`config.mk`:
```
export PLATFORM = sky130hd
export DESIGN_NAME = plab4_net_output_credit_arbiter
export DESIGN_NICKNAME = d
export VERILOG_FILES = /design/src/rtl/plab4_net_output_credit_arbiter.sv
export SDC_FILE = /design/constraint.sdc
export NUM_CORES = 1
export LEC_CHECK = 0
export CAP_MARGIN = 10
export CELL_PAD_IN_SITES_DETAIL_PLACEMENT = 1
export CELL_PAD_IN_SITES_GLOBAL_PLACEMENT = 1
export CORE_MARGIN = 1.5
export CORE_UTILIZATION = 32
export DETAILED_ROUTE_END_ITERATION = 10
export HOLD_SLACK_MARGIN = 0.02
export PLACE_DENSITY_LB_ADDON = 0.08
export SETUP_SLACK_MARGIN = 0.02
export SYNTH_ARGS = -nofsm -noshare
export SYNTH_HDL_FRONTEND = slang
export SYNTH_SLANG_ARGS = --single-unit
```
`constraint.sdc`:
```
create_clock -name clk -period 2.3 [get_ports clk]
set_clock_uncertainty 0.05 [all_clocks]
set_input_delay 0.46 -clock clk [delete_from_list [all_inputs] [get_ports clk]]
set_output_delay 0.46 -clock clk [all_outputs]
set_load 0.02 [all_outputs]
```
`src/rtl/plab4_net_output_credit_arbiter.sv`:
```
`default_nettype none
// ============================================================================
//  Module   : plab4_net_output_credit_arbiter
//  Purpose  : Per-output-port controller for the ring router. Shares one
//             output channel among the input units with a round-robin
//             arbiter and tracks free-slot credits of the downstream input
//             buffer. The registered credit count (num_free) feeds the
//             adaptive route compute.
//  Ports    : clk           - clock, all state updates on rising edge
//             reset         - synchronous, active-low (0 = reset)
//             reqs          - request vector, bit i = input unit i
//             grants        - one-hot or zero grant vector (combinational)
//             out_val       - a flit crosses the channel this cycle
//             credit_return - downstream freed one buffer slot this cycle
//             num_free      - registered credit count
//             credit_err    - sticky credit-overflow flag (registered)
//  Config   : PLAB4_NET_OUTPUT_CREDIT_BYPASS_EN
//             When defined, a credit returned in cycle n can be spent by a
//             grant in the same cycle n (zero-credit bypass).
//  Revision : 1.0 - initial release
// ============================================================================

module plab4_net_output_credit_arbiter #(
    parameter  int p_num_reqs     = 3,
    parameter  int p_num_credits  = 2,
    localparam int c_credit_nbits = $clog2(p_num_credits + 1)
) (
    input  logic                      clk,
    input  logic                      reset,
    input  logic [p_num_reqs-1:0]     reqs,
    output logic [p_num_reqs-1:0]     grants,
    output logic                      out_val,
    input  logic                      credit_return,
    output logic [c_credit_nbits-1:0] num_free,
    output logic                      credit_err
);

    // Pointer width; a single requester still needs a one-bit pointer.
    localparam int c_ptr_nbits = (p_num_reqs > 1) ? $clog2(p_num_reqs) : 1;

    localparam logic [c_credit_nbits-1:0] c_cnt_max  = c_credit_nbits'(p_num_credits);
    localparam logic [c_credit_nbits-1:0] c_cnt_one  = c_credit_nbits'(1);
    localparam logic [c_ptr_nbits-1:0]    c_ptr_last = c_ptr_nbits'(p_num_reqs - 1);
    localparam logic [c_ptr_nbits-1:0]    c_ptr_one  = c_ptr_nbits'(1);

    // ------------------------------------------------------------------
    // State registers
    // ------------------------------------------------------------------
    logic [c_credit_nbits-1:0] cnt_q, cnt_d;
    logic [c_ptr_nbits-1:0]    ptr_q, ptr_d;
    logic                      err_q, err_d;

    // ------------------------------------------------------------------
    // Combinational arbitration
    // ------------------------------------------------------------------
    logic                   avail;
    logic                   found;
    logic [c_ptr_nbits-1:0] win_idx;
    int                     idx;

`ifdef PLAB4_NET_OUTPUT_CREDIT_BYPASS_EN
    // A credit arriving this cycle may be spent immediately.
    assign avail = (cnt_q != '0) | credit_return;
`else
    assign avail = (cnt_q != '0);
`endif

    // Search from ptr upward with wrap; the first asserted request wins.
    // Grants are forced low while reset is asserted so no flit leaves a
    // router that is being reset.
    always_comb begin
        grants  = '0;
        found   = 1'b0;
        win_idx = '0;
        idx     = 0;
        if (reset && avail) begin
            for (int i = 0; i < p_num_reqs; i++) begin
                idx = int'(ptr_q) + i;
                if (idx >= p_num_reqs) begin
                    idx = idx - p_num_reqs;
                end
                if (!found && reqs[idx]) begin
                    found       = 1'b1;
                    grants[idx] = 1'b1;
                    win_idx     = c_ptr_nbits'(idx);
                end
            end
        end
    end

    assign out_val = found;

    // ------------------------------------------------------------------
    // Next-state logic
    // ------------------------------------------------------------------
    always_comb begin
        ptr_d = ptr_q;
        cnt_d = cnt_q;
        err_d = err_q;

        // Priority moves to the unit just after the winner.
        if (found) begin
            ptr_d = (win_idx == c_ptr_last) ? '0 : (win_idx + c_ptr_one);
        end

        // cnt <= cnt - g + r. A simultaneous grant and return cancel, which
        // also covers the bypass case at cnt = 0 (count stays 0).
        unique case ({found, credit_return})
            2'b10: cnt_d = cnt_q - c_cnt_one;
            2'b01: begin
                if (cnt_q == c_cnt_max) begin
                    // Downstream returned more credits than it owns:
                    // saturate and flag it until the next reset.
                    err_d = 1'b1;
                end else begin
                    cnt_d = cnt_q + c_cnt_one;
                end
            end
            default: cnt_d = cnt_q;
        endcase
    end

    // ------------------------------------------------------------------
    // State register, synchronous active-low reset
    // ------------------------------------------------------------------
    always_ff @(posedge clk) begin
        if (!reset) begin
            cnt_q <= c_cnt_max;
            ptr_q <= '0;
            err_q <= 1'b0;
        end else begin
            cnt_q <= cnt_d;
            ptr_q <= ptr_d;
            err_q <= err_d;
        end
    end

    assign num_free   = cnt_q;
    assign credit_err = err_q;

endmodule

`default_nettype wire
```
Word-level counts from Yosys, hierarchy flattened
Index checks and enable logic that the tools add are counted.

word-level totals
  register bits after elaboration = 5
  latch bits = 0
  RAM bits = 0
  memory bits (read-only) = 0
  input bits = 6
  memories kept = 0

operators by class
  $add $sub $neg = 8
  $mul = 0
  divide/modulo/power cells = 0
  order comparisons = 9
  equality and inequality tests = 5
  shift-type cells = 0
  mux-type cells = 40
  bitwise logic cells = 2
  reduce and logical (&&, ||, !) cells = 12

operators with widths
  operator                                                                        number
  32-bit 2-to-1 mux                                                               6
  32-bit by 1-bit >= comparator with 1-bit output (second input constant)         3
  32-bit by 4-bit less-than comparator with 1-bit output (second input constant)  3
  3-bit 2-to-1 mux                                                                6
  1-bit 2-to-1 mux                                                                15
  2-bit 2-to-1 mux                                                                6
  3-bit by 2-bit subtractor with 4-bit output (second input constant)             2
  1-bit binary-select mux with 2-bit select                                       3
  1-bit demux with 2-bit select                                                   3
  2-bit == test (second input constant)                                           3
  3-bit by 2-bit >= comparator with 1-bit output (second input constant)          2
  1-bit logical AND                                                               6
  3-bit OR                                                                        2
  2-bit by 1-bit adder with 2-bit output (second input constant)                  2
  2-bit one-hot mux with 2 select lines                                           1
  2-bit AND reduction                                                             2
  2-bit nonzero test                                                              2
  2-bit by 1-bit adder with 3-bit output (second input constant)                  1
  2-bit by 2-bit adder with 3-bit output (second input constant)                  1
  2-bit by 2-bit subtractor with 3-bit output (second input constant)             1
  2-bit by 1-bit == test with 1-bit output (second input constant)                1
  2-bit >= comparator (second input constant)                                     1
  1-bit zero test                                                                 2
  2-bit != test (second input constant)                                           1
  2-bit by 1-bit subtractor with 2-bit output (second input constant)             1

Logic depth before layout (Yosys ltp)
Gate-level depths: netlist of the first run.

  word-level depth = 19
  mapped depth = 7
  depth with buffers taken out = 6

Least setup slack after synthesis of the first run
No wires, ideal clock.

  kind = register to output
  from = reg ptr_q[0]
  to = out grants[2]
  arrival = 1.934 ns
  data required time = 1.790 ns
  setup slack = -0.144 ns
  stages on the path, launching flop included = 7
  buffers on the path = 1
  cells stage by stage = dfxtp_1 > inv_1 > ha_1 > clkbuf_1 > nor2_1 > o31a_1 > a311oi_1

on the way
  word-level cells in the longest chain between the ends = 16
  elaborated cells on any way between the ends = 54
  classes of those cells = add/sub: 5; order compare: 9; mux: 31; bitwise: 2; reduce/logical: 7

RTL lines
  item                                                                                      RTL line  text
  start: declaration                                                                        50        logic [c_ptr_nbits-1:0] ptr_q, ptr_d;
  start signal: assignment                                                                  133       ptr_q <= ptr_d;
  branches (longest 14 deep; another with 32-bit by 1-bit >= comparator with 1-bit output)  --
  3-bit 2-to-1 mux (*)                                                                      82        if (!found && reqs[idx]) begin
  3-bit 2-to-1 mux (*)                                                                      76        if (reset && avail) begin
  end: declaration                                                                          31        output logic [p_num_reqs-1:0] grants,

Every way passes the cells marked *. The select of a mux whose other input is x is not followed.

Worst setup path after layout of the first run
  from = reg ptr_q[0]
  to = out out_val

on the way
  word-level cells in the longest chain between the ends = 16
  elaborated cells on any way between the ends = 33
  classes of those cells = add/sub: 5; order compare: 3; mux: 21; reduce/logical: 4

RTL lines
  item                                                                                  RTL line  text
  branches (longest 14 deep; another with 3-bit by 2-bit subtractor with 4-bit output)  --
  1-bit 2-to-1 mux (*)                                                                  82
  1-bit 2-to-1 mux (*)                                                                  76
  end: declaration                                                                      32        output logic out_val,

Marks and branches as above.

==> results of run 1 <==
## layout by cell type (no fill, tap or decap), types with 4 or more instances in the layout
cell type and count:
a21oi_1 6, buf_4 34, o21ai_0 4, nand2_1 6, clkdlybuf4s50_1 5, nor2_1 5
## worst max-delay path: stages (launching register included)
cell	delay (ns)
dfxtp_4	0.39
inv_4	0.05
ha_4	0.22
maj3_2	0.31
a21o_1	0.17
or3_4	0.39
inv_2	0.06
buf_6	0.11
## routing by layer
layer,global-route usage,part of all wire,vias to the layer above
met5,0,0,-
met2,0.354,0.48,10
met3,0.0617,0.017,0
li1,-,-,434
met4,0.0524,0,0
met1,0.329,0.50,427
## power by group through the flow
stage | combinational [mW] | sequential [mW] | clock (mW)
finish | 1.08 | 0.162 | 0.104
floorplan | 0.485 | 0.176 | 0
global route | 1.17 | 0.167 | 0.117
detailed placement | 0.962 | 0.145 | 0
global placement | 0.932 | 0.143 | 0
CTS | 1.02 | 0.161 | 0.109
## cells by family (layout without fill, tap and decap cells)
kind of cell / Yosys count / in the layout
multiplexers: 1 / 1
AND/OR/NAND/NOR: 37 / 37
flip-flops: 5 / 5
adder cells (fa/ha/maj): 5 / 5
buffers and inverters: 12 / 54
AO/OA/AOI/OAI: 34 / 34
## layout make-up
type,count,area share
timing repair buffer,45,0.318
clock buffer,4,0.0224
sequential,5,0.0916
inverter,5,0.0181
multi-input combinational,77,0.521
tap,27,0.0288
## registers in the layout (all words and copies together), names as in the netlist
name,flops
num_free,2
ptr_q,2
credit_err,1
## cell usage after synthesis (all sizes together) (2+ instances only)
library cell / instances
ha: 4
o21ai: 8
a31oi: 2
and3: 4
buf: 3
o21a: 2
dfxtp: 5
nand2: 6
a21o: 2
or2: 2
a21oi: 7
nand3b: 2
o211ai: 2
nand2b: 3
nor3b: 2
nor4bb: 2
nand3: 3
clkbuf: 4
nor2: 6
inv: 5
## worst max-delay path by stage
stage	slack, ns	end	start	cells after the start
after floorplan	0.08	grants[2]	ptr_q[0]	6
final	-0.14	out_val	ptr_q[0]	7
after global placement	-0.65	grants[2]	reqs[2]	5
after global routing	-0.22	out_val	ptr_q[0]	7
after detailed placement	-0.74	grants[0]	reqs[2]	6
after CTS	-0.14	out_val	ptr_q[0]	7
## per-stage QoR
step / power (mW) / hold WS (ns)
after CTS: 1.29 / 0.446
final: 1.35 / 0.444
after floorplan: 0.661 / 0.422
after global routing: 1.46 / 0.472
after detailed placement: 1.11 / 0.435
after global placement: 1.07 / 0.414
## repair_timing
action                                  CTS  global route
hold buffers                              0             0
setup buffers                             2             1
pin swaps                                 8             4
endpoints found under the setup margin    4             4
gates cloned                              0             0
resized for setup                        40             7
==> metrics, run 1 <==
Port Buffers 12; # rows 16; dpl cells approximately 160; MaxCap Viol Count 0; Pint slightly below 0.8 mW; # DRC 0; DRT iter0 DRCs 16; Synth area leader dfxtp_1; Startpoint Class flop; Syn Nets approximately 100; Seq pwr share 0.120; # setup viols final 4; final instance area approximately 0.0012 mm2; Yosys reg bits 5; fraction of synthesized area in multiplexers 0.0150; sequential fraction of the synthesis area 0.150; min cycle time layout around 2.4 ns; CTS clk-pin slew, worst paths around 0.050 ns; share of post-route cells with drive strength above 1 0.463; Place WS -0.744 ns; first-pass GRT wire length between 4 and 5 mm; Worst IR Drop VDD 0.776 mV; ant diodes 0; Min-Delay Endpoint credit_err; starting density of the core 0.341; Power Dens Cells roughly 1100 mW/mm2; Cell variety after synth a little over 40; synth top area cells dfxtp_1 15%, ha_1 7.5%, o21ai_0 6.0%; status finished with violations; WL/cell roughly 15 um; Mean Syn Cell Area a little over 7 um2; RSZ-0062 raised after global routing yes; Post-Place Cell Area between 0.001 and 0.0015 mm2; Register Area 108 um2; vias in the first global route 891; Synth top area share 0.150; max_slew headroom 0.684; Bufs on Longest Clock Path 2; Post-synth EDFFs 0; synthesis warning total 0; violated checks negative setup slack; worst-skew pair later-pin latency 0.24 ns; fin cells 163; leakage between 0.5 and 0.6 nW; fraction of registers with async set/reset 0; CTS tree yes; combinational share of power 0.803; worst endpoint required time between 1.5 and 2 ns; First-pass DRT Iterations 4; Synth Area in Simple Gates 0.331; Final period util 1.06; NetSw 0.580 mW; CTS Buf Count 3; Arr. time, crit path a little under 2 ns; CTS H-tree lvls 1; hold path startpoint credit_err; die area about 0.0024 mm2; Synth Area in Compound Gates 0.342; vias 871; total routed wirelength approximately 2.5 mm; Clock power frac 0.077; antenna violations before repair 0; CORE AREA between 0.0015 and 0.002 mm2; Filler cells between 200 and 300; Post-Synth Adder-Cell Area 0.0916; min-delay worst type reg -> reg; Placer Congestion approximately 0.80; Mapped Cells 94; main combinational cell family by area after synthesis compound AO/OA/AOI/OAI gates; post-synthesis xor/xnor area fraction 0; fmax between 0.4 and 0.5 GHz; Reg2Reg Capture Point num_free[0]; DP HPWL between 1.5 and 2 mm; Layout Nets between 100 and 150; fin worst setup slack -0.144 ns; Sw Ratio 0.430; R2R depth 8; area grow syn2layout 75.5%; gr ovfl total 0; fin util 0.599; Top FF cell, synth dfxtp_1; Detail Route Antenna Nets 0; IO Pins 13; Worst-Margin Slew 0.462 ns; total track usage 0.233; Pins Over Slew Limit 0; DIE HEIGHT between 40 and 50 um; RR Startpoint ptr_q[0]; critical path fanouts, max 4; Vias per Instance 5.34; root buf cell clkbuf_4; WHS Path Cells 1; Final TNS setup -0.267 ns; largest net degree at the start of global routing 14; critical path endpoint category primary output; # clock sinks 5; area of the multi-input gates roughly 610 um2; critical path class reg -> out; Synth Cell Area approximately 670 um2; r2r setup slk 0.22 ns; Final Hold Vio Count 0; die width between 40 and 50 um
Note: power is estimated with default switching activity, not from simulation.
==> inputs of run 2 (changes only) <==
CORE_MARGIN = unset   (was 1.5)
==> run 2 against run 1 <==
Effect of this change:
- the flow still finishes with violations (negative setup slack)
- combinational power decreased by 6%
- via count decreased by 1.8%
- global-route usage increased by 0.096 points
- power decreased by 5.1%
- critical path depth unchanged
- die area decreased by 4.1%
- worst setup slack improved by 0.049 ns
- routed wire length decreased by 0.93%
- maximum frequency increased by 2.0%
- clock power increased by 6%
- hold slack got worse by 0.0067 ns
- largest power group unchanged
==> metrics, run 2 (synthesis gave the netlist of run 1 again) <==
status finished with violations; violated checks negative setup slack; Arr. time, crit path 1.89 ns (-0.04 ns); Detail Route Antenna Nets 0 (unchanged); critical path class reg -> out; share of post-route cells with drive strength above 1 0.432 (-0.0314); Final Hold Vio Count 0 (unchanged); root buf cell clkbuf_4; CTS tree yes; commonest non-fill, non-tap cell in the layout buf_4; most frequent cells in the layout 29 x buf_4, 6 x nand2_1, 6 x nor2_1, 6 x a21oi_1; Critical-path top delay cell or3_4; IO Pins 13 (unchanged); Vias per Instance 5.38 (+0.63%); Top Usage Layer GRT met2; min-delay worst type reg -> reg; Placer Congestion 0.841 (+4.7%); first-pass GRT wire length 3.62 mm (-17%); starting density of the core 0.341 (unchanged); max_slew headroom 0.658 (-0.0258); Layout Nets 143 (-2.7%); CTS H-tree lvls 1 (unchanged); total track usage 0.234 (+0.000958); fin util 0.572 (-0.0268); largest net degree at the start of global routing 14 (unchanged); # DRC 0 (unchanged); die area 0.00228 mm2 (-4.1%); worst-skew pair later-pin latency 0.25 ns (about the same); # clock sinks 5 (unchanged); vias 855 (-1.8%); combinational share of power 0.797 (-0.006); CTS Buf Count 3 (unchanged); First-pass DRT Iterations 4 (unchanged); min cycle time layout 2.40 ns (-0.0489 ns); CTS clk-pin slew, worst paths 0.05 ns (about the same); MaxCap Viol Count 0 (unchanged); Crit path max-delay family adder cells; DRT iter0 DRCs 14 (-2); antenna violations before repair 0 (unchanged); Startpoint Class flop; crit-path most repeated cell inv_2; area of the multi-input gates 591 um2 (-3.5%); Worst-Margin Slew 0.500 ns (+0.0377 ns); fin worst setup slack -0.0956 ns (+0.0489 ns); DIE HEIGHT 47.7 um (-2.1%); met3 usage 0.0566 (-0.00512); # rows 16 (unchanged); Filler cells 256 (-2.3%); Sw Ratio 0.437 (+0.00641); leakage 0.477 nW (-6.4%); WL/cell 15.4 um (+1.6%); # setup viols final 4 (unchanged); Pins Over Slew Limit 0 (unchanged); Total Power 1.28 mW (-5.1%); Port Buffers 12 (unchanged); GR Layer Usage met1 0.306 (-0.0231); Final period util 1.04 (-0.0212); area grow syn2layout 67.7%; RSZ-0062 raised after global routing yes; die width 47.7 um (-2.1%); Seq pwr share 0.117 (-0.003); Clock power frac 0.086 (+0.009); Worst Path Buf+Inv 3 (unchanged); Worst IR Drop VDD 0.540 mV (-30%); vias in the first global route 783 (-12%); NetSw 0.559 mW (-3.6%); Register Area 105 um2 (-2.3%); critical path's largest stage delay 0.37 ns (-0.02 ns); CTS Hold Bufs 0 (unchanged); DP HPWL 1.87 mm (-1.7%); ant diodes 0 (unchanged); total routed wirelength 2.44 mm (-0.93%); crit path cell chain inv_2 -> ha_4 -> maj3_2 -> a21o_1 -> or3_4 -> inv_2 -> buf_6; worst endpoint required time 1.79 ns (about the same); fmax 0.417 GHz (+2.0%); GRT met2 Usage 0.397 (+0.0434); Pint 0.722 mW (-6.1%); critical path fanouts, max 3 (-1); Bufs on Longest Clock Path 2 (unchanged); Power Dens Cells 1140 mW/mm2 (-0.61%); CORE AREA 0.00196 mm2 (unchanged); gr ovfl total 0 (unchanged); critical path endpoint category primary output
## run 2: routing by layer
layer  part of all wire  vias up
li1                   -      427
met1               0.46      415
met2               0.51       11
met3              0.023        2
met4             0.0049        0
met5                  0        -
## run 2: final cells by class
cell class	instances	share of cell area
Clock buffer	4	0.0234
Inverter	5	0.0167
Multi-Input combinational cell	77	0.526
Sequential cell	5	0.0936
Tap cell	27	0.0301
Timing Repair Buffer	41	0.310
## run 2: stage by stage
step	TNS [ns]	worst slack [ns]	instance area (um2)	std cells	hold WS (ns)
floorplan	0	0.0794	698	94	0.422
global placement	-2.42	-0.634	1050	154	0.415
detailed placement	-2.74	-0.727	1050	154	0.426
CTS	-0.335	-0.0949	1080	158	0.440
global route	-0.581	-0.157	1120	159	0.448
finish	-0.328	-0.0956	1120	159	0.437
## run 2: timing repair
| action | in CTS | in global routing |
|---|---|---|
| gates resized for setup | 35 | 7 |
| endpoints found under the setup margin | 4 | 4 |
| setup buffers | 0 | 1 |
| hold endpoints to repair | 0 | 0 |
| pin swaps | 4 | 2 |
## run 2: final timing paths
| path | slack (ns) | startpoint | end | cells after the start |
|---|---|---|---|---|
| worst max-delay path | -0.1 | ptr_q[0] | out_val | 7 |
| worst min register to register | 0.44 | credit_err | credit_err | 1 |
| worst max register to register | 0.22 | ptr_q[0] | num_free[0] | 8 |
| worst min-delay path | 0.44 | credit_err | credit_err | 1 |
## run 2: power by group through the flow
stage,Combinational [mW],Sequential [mW],Clock [mW]
floorplan,0.485,0.176,0
global placement,0.924,0.139,0
detailed placement,0.953,0.141,0
CTS,0.978,0.150,0.114
global route,1.10,0.154,0.118
finish,1.02,0.150,0.110
==> RTL edit 1 (settings of run 1) <==
Add a define of `PLAB4_NET_OUTPUT_CREDIT_BYPASS_EN`.
--- a/src/rtl/plab4_net_output_credit_arbiter.sv
+++ b/src/rtl/plab4_net_output_credit_arbiter.sv
@@ -21,2 +21,4 @@
 // ============================================================================
+
+`define PLAB4_NET_OUTPUT_CREDIT_BYPASS_EN
 
Check against the original RTL: not equivalent (a bounded check fails within 4 cycles, from zero or initial values and one cycle with reset low).
==> RTL edit 1 against run 1 <==
The flow still finishes with violations (negative setup slack); sequential cell count did not move; cell area fell by 1.4%; power fell by 9.5%; via count fell by 5.6%; critical path depth rose by 1; worst setup slack got worse by 0.022 ns; routed wire length rose by 13%; global-route usage rose by 2.4 points; combinational power fell by 11%; area after synthesis fell by 9.0%.
==> RTL edit 1: results (changes against run 1) <==
| Stage | Result | Reported | vs run 1 |
|---|---|---|---|
| power and ir drop | Power dissipated in sequential cells | 0.149 mW | -8% |
| finish | Register cell area after layout | 105.1 um^2 | -2.3% |
| global routing | Global routing usage summed across all routing layers | 25.69% | +2.4 points |
| synth | Synthesized net count | 91 | -13% |
| global routing | Maximum number of pins on one net before global-route repair | 10 | -4 |
| finish | Post-Layout Cell Count | 147 | -9.8% |
| synth | Share of synthesized area occupied by flip-flops and latches | 16.43% | +1.5 points |
| power and ir drop | Largest vdd supply drop | 603.3 uV | -22% |
| global routing | Global-route wire length before repair | 3.815 mm | -12% |
| worst setup path | Max Fanout on Critical Path | 5 | +1 |
| worst setup path | Data arrival time of the worst path | 1.96 ns | +0.03 ns |
| global routing | Vias in the first global route | 850 | -4.6% |
| timing | Worst-case setup margin in the final layout | -0.1665 ns | -0.02197 ns |
| status | Failing checks | negative setup slack |  |
| worst setup path | Critical path's top delay family | buffers and inverters |  |
| routing | Total detailed-routing wirelength | 2.777 mm | +13% |
| routing | Via-per-instance ratio | 5.592 | +4.6% |
| synth | Synth Instances | 81 | -14% |
| placed design | RePlAce Congestion | 0.7591 | -5.5% |
| synth | Cell variety after synth | 42 | +2.4% |
| synth | Top cell types by occurrence after synthesis | sky130_fd_sc_hd__nor2_1 (10), sky130_fd_sc_hd__a21oi_1 (5), sky130_fd_sc_hd__dfxtp_1 (5) |  |
| power and ir drop | Leak pwr | 0.5028 nW | -1.3% |
| placed design | HPWL after detailed placement | 1.562 mm | -18% |
| finish | Total of fill cells in the finished design | 214 | -18% |
| timing | Setup TNS Final | -0.1984 ns | +0.06914 ns |
| finish | Layout cell share with drive strength beyond 1 | 52.46% | +6.1 points |
| routing | Violation count after the first detailed-route iteration | 6 | -10 |
| status | Outcome | finished, violations left |  |
| placed design | Count of buffers inserted at the top-level ports | 12 | unchanged |
| finish | Number of nets in the layout | 133 | -9.5% |
| timing | Setup violation total in the final timing report | 2 | -2 |
| synth | Largest cells by area after synthesis | sky130_fd_sc_hd__dfxtp_1 (16%), sky130_fd_sc_hd__ha_1 (8.2%), sky130_fd_sc_hd__nor2_1 (6.2%) |  |
| worst setup path | Critical path's slowest cell | sky130_fd_sc_hd__nor4b_1 |  |
| power and ir drop | Relative contribution of the clock network to total power | 9.1% | +1.4 points |
| synth | Async set-reset flop share out of synthesis | 0% | unchanged |
| placed design | Count of placed standard cells including taps | 138 | -12% |
| power and ir drop | Switching share of power | 42.99% | about the same |
| routing | First-pass detailed-route iteration total | 3 | -1 |
| timing | Worst slew margin | 71.70% | +3.3 points |
[RTL edit 1: metal layers]
metal	vias up	track usage (%)	routed length (um)
li1	390	-	-
met2	13	51.67	1616
met1	413	25.06	1060
met5	-	0	0
met4	0	12.22	65
met3	6	3.137	35
[RTL edit 1: layout make-up]
type	instances	share of cell area, %
Clock buffer	4	2.268
Inverter	3	0.9719
Multi-Input combinational cell	67	51.30
Sequential cell	5	9.071
Tap cell	25	2.700
Timing Repair Buffer	43	33.69
[RTL edit 1: stage by stage]
| step | power [mW] | setup WS, ns | hold slack [ns] |
|---|---|---|---|
| final | 1.221 | -0.1665 | 0.4531 |
| after detailed placement | 0.7993 | -0.6222 | 0.4073 |
| after global placement | 0.7795 | -0.5938 | 0.4042 |
| after global routing | 1.281 | -0.2064 | 0.4591 |
| after CTS | 1.081 | -0.01997 | 0.4199 |
| after floorplan | 0.4837 | 0.09616 | 0.4188 |
[RTL edit 1: worst paths after layout]
kind / depth (start not counted) / end / slack, ns / start
max: 8 / grants[2] / -0.17 / ptr_q[0]
min: 1 / credit_err / 0.45 / credit_err
max reg2reg: 9 / num_free[0] / 0.24 / ptr_q[0]
min reg2reg: 1 / credit_err / 0.45 / credit_err
[RTL edit 1: kinds of logic after synthesis]
kind of cell / Yosys count / synth area share, %
and+or+nand+nor: 33 / 31.62
AOI/OAI and AO/OA: 28 / 33.68
buffers and inverters: 9 / 6.980
DFF: 5 / 16.43
adders and majority gates: 4 / 8.214
xor gates and xnor gates: 1 / 1.438
muxes: 1 / 1.643
[RTL edit 1: what timing repair did]
item	4_1_cts	5_1_grt
buffers inserted	3	1
gates resized for setup	43	18
endpoints found under the setup margin	4	4
endpoints found under the hold margin	0	0
pin swaps	9	12
gates cloned	1	0
==> RTL edit 2 (flow settings as in run 1) <==
Made on the original files. Reset style: asynchronous (`reset`), changed in one clocked block. Comments in the files are not updated.
--- a/src/rtl/plab4_net_output_credit_arbiter.sv
+++ b/src/rtl/plab4_net_output_credit_arbiter.sv
@@ -125,3 +125,3 @@
     // ------------------------------------------------------------------
-    always_ff @(posedge clk) begin
+    always_ff @(posedge clk or negedge reset) begin
         if (!reset) begin
Function: differs if reset is asserted again (counterexample within 4 cycles, from zero or initial values and one cycle with reset low); with reset held inactive, the same outputs for 10 cycles.
==> RTL edit 2 against run 1 <==
The flow still finishes with violations (negative setup slack); non-clock buffer count shrank 1; area after synthesis shrank 12%; sequential cell count is the same; power grew 5.8%; hold slack lost 0.014 ns; clock power grew 4%; worst setup slack gained 0.020 ns; cell area shrank 6.4%; synthesized cell count shrank 18%; die area shrank 11%; first-iteration DRC count shrank 50%; sequential share of layout area grew 2.3 points; routed wire length grew 1.8%; critical path type unchanged; critical endpoint is now grants[1].
==> RTL edit 2: results (changes against run 1) <==
| Stage | Result | Reported | vs run 1 |
|---|---|---|---|
| synth | Async set-reset flop share out of synthesis | 100.0% | +100 points |
| synth | Share of synthesized area occupied by flip-flops and latches | 21.35% | +6.4 points |
| synth | Top cell types by occurrence after synthesis | sky130_fd_sc_hd__nor2_1 (8), sky130_fd_sc_hd__a21oi_1 (7), sky130_fd_sc_hd__inv_1 (7) |  |
| power and ir drop | Largest vdd supply drop | 788.3 uV | +1.6% |
| worst setup path | Crit path capture | grants[1] |  |
| worst setup path | Critical path's slowest cell | sky130_fd_sc_hd__dfrtp_1 |  |
| synth | Largest cells by area after synthesis | sky130_fd_sc_hd__dfrtp_1 (17%), sky130_fd_sc_hd__ha_1 (8.5%), sky130_fd_sc_hd__a21oi_1 (5.9%) |  |
| synth | Top flip-flop cell by instance count after synthesis | sky130_fd_sc_hd__dfrtp_1 |  |
| timing | Setup TNS Final | -0.3796 ns | -0.1121 ns |
| placed design | Count of placed standard cells including taps | 136 | -13% |
| placed design | Placed instance area | 937.1 um^2 | -12% |
| placed design | Count of buffers inserted at the top-level ports | 12 | unchanged |
| power and ir drop | Leak pwr | 0.4830 nW | -5.2% |
| timing | Final hold slack | 0.4292 ns | -0.01437 ns |
| global routing | Maximum number of pins on one net before global-route repair | 11 | -3 |
| routing | Violation count after the first detailed-route iteration | 8 | -8 |
| worst setup path | Data arrival time of the worst path | 1.91 ns | -0.02 ns |
| synth | Post-synthesis adder-cell area fraction | 10.36% | +1.2 points |
| status | Outcome | finished, violations left |  |
| synth | Xor/xnor cell area share of the yosys netlist | 2.960% | +3.0 points |
| cts | Number of CTS-inserted buffers | 3 | unchanged |
| routing | Total detailed-routing wirelength | 2.511 mm | +1.8% |
| min path | Hold Crit Endpoint | credit_err |  |
| status | Failing checks | negative setup slack |  |
| finish | Post-Layout Cell Count | 146 | -10% |
| finish | Layout cell share with drive strength beyond 1 | 52.07% | +5.7 points |
| global routing | Vias in the first global route | 787 | -12% |
| timing | Worst-case setup margin in the final layout | -0.1241 ns | +0.02041 ns |
| synth | Cell variety after synth | 35 | -15% |
| placed design | HPWL after detailed placement | 1.559 mm | -18% |
| worst setup path | CP Launch Point | ptr_q[0] |  |
| placed design | RePlAce Congestion | 0.9039 | +13% |
| synth | Synthesized net count | 87 | -16% |
| min path | Worst hold path startpoint | credit_err |  |
| timing | Setup violation total in the final timing report | 4 | unchanged |
| global routing | Global-route wire length before repair | 3.808 mm | -12% |
| worst setup path | R2R setup slack | 0.18 ns | -0.04 ns |
| routing | Via-per-instance ratio | 5.295 | -0.92% |
| finish | Number of nets in the layout | 132 | -10% |
| synth | Proportion of synthesized area in mux cells | 3.594% | +2.1 points |
| global routing | Global routing usage summed across all routing layers | 26.91% | +3.6 points |
| placed design | Post-Place Worst Slack | -0.7760 ns | -0.03189 ns |
| synth | Synth Instances | 77 | -18% |
| worst setup path | Worst reg2reg endpoint | num_free[1] |  |
-- RTL edit 2: cell types whose count changed in the layout (fill, tap and decap cells not counted), moves of 3 or more --
| cell | delta |
|---|---|
| sky130_fd_sc_hd__buf_4 | -4 |
| sky130_fd_sc_hd__buf_6 | +4 |
| sky130_fd_sc_hd__dfrtp_1 | +4 |
| sky130_fd_sc_hd__and3_1 | -3 |
| sky130_fd_sc_hd__dfxtp_1 | -3 |
| sky130_fd_sc_hd__nand3_1 | -3 |
| sky130_fd_sc_hd__nor2b_2 | +3 |
-- RTL edit 2: repair_timing --
| action | in CTS | in global routing |
|---|---|---|
| cloned | 0 | 0 |
| endpoints found under the setup margin | 4 | 6 |
| gates resized for setup | 38 | 10 |
| setup buffers | 6 | 2 |
| pin swaps | 10 | 9 |
-- RTL edit 2: worst max-delay path, delay by kind of cell, from the launching register on --
kind | cells | cell delay, ns
compound gates | 2 | 0.25
fa+ha+maj | 1 | 0.16
buf+inv | 4 | 0.46
flops | 1 | 0.38
simple gates | 3 | 0.39
-- RTL edit 2: metal layers --
metal | vias to the layer above | part of all wire (%) | track usage (%)
met5 | - | 0 | 0
met2 | 19 | 53 | 45.83
met3 | 4 | 2.7 | 5.556
met1 | 386 | 42 | 31.50
li1 | 364 | - | -
met4 | 0 | 1.8 | 13.14
-- RTL edit 2: final cells by class --
type                    count  area (um^2)
fillers                   213        626.9
clock buffers               4        26.28
well taps                  25        31.28
multi-input cells          61        520.5
repair buffers             44        369.1
inverters                   7        26.28
flip-flops and latches      5        126.4
-- RTL edit 2: power by group --
group	internal (mW)	total, mW	switching, mW
combinational	0.596	1.17	0.572
sequential	0.130	0.151	0.0213
clock	0.0659	0.108	0.0418
total	0.792	1.43	0.635
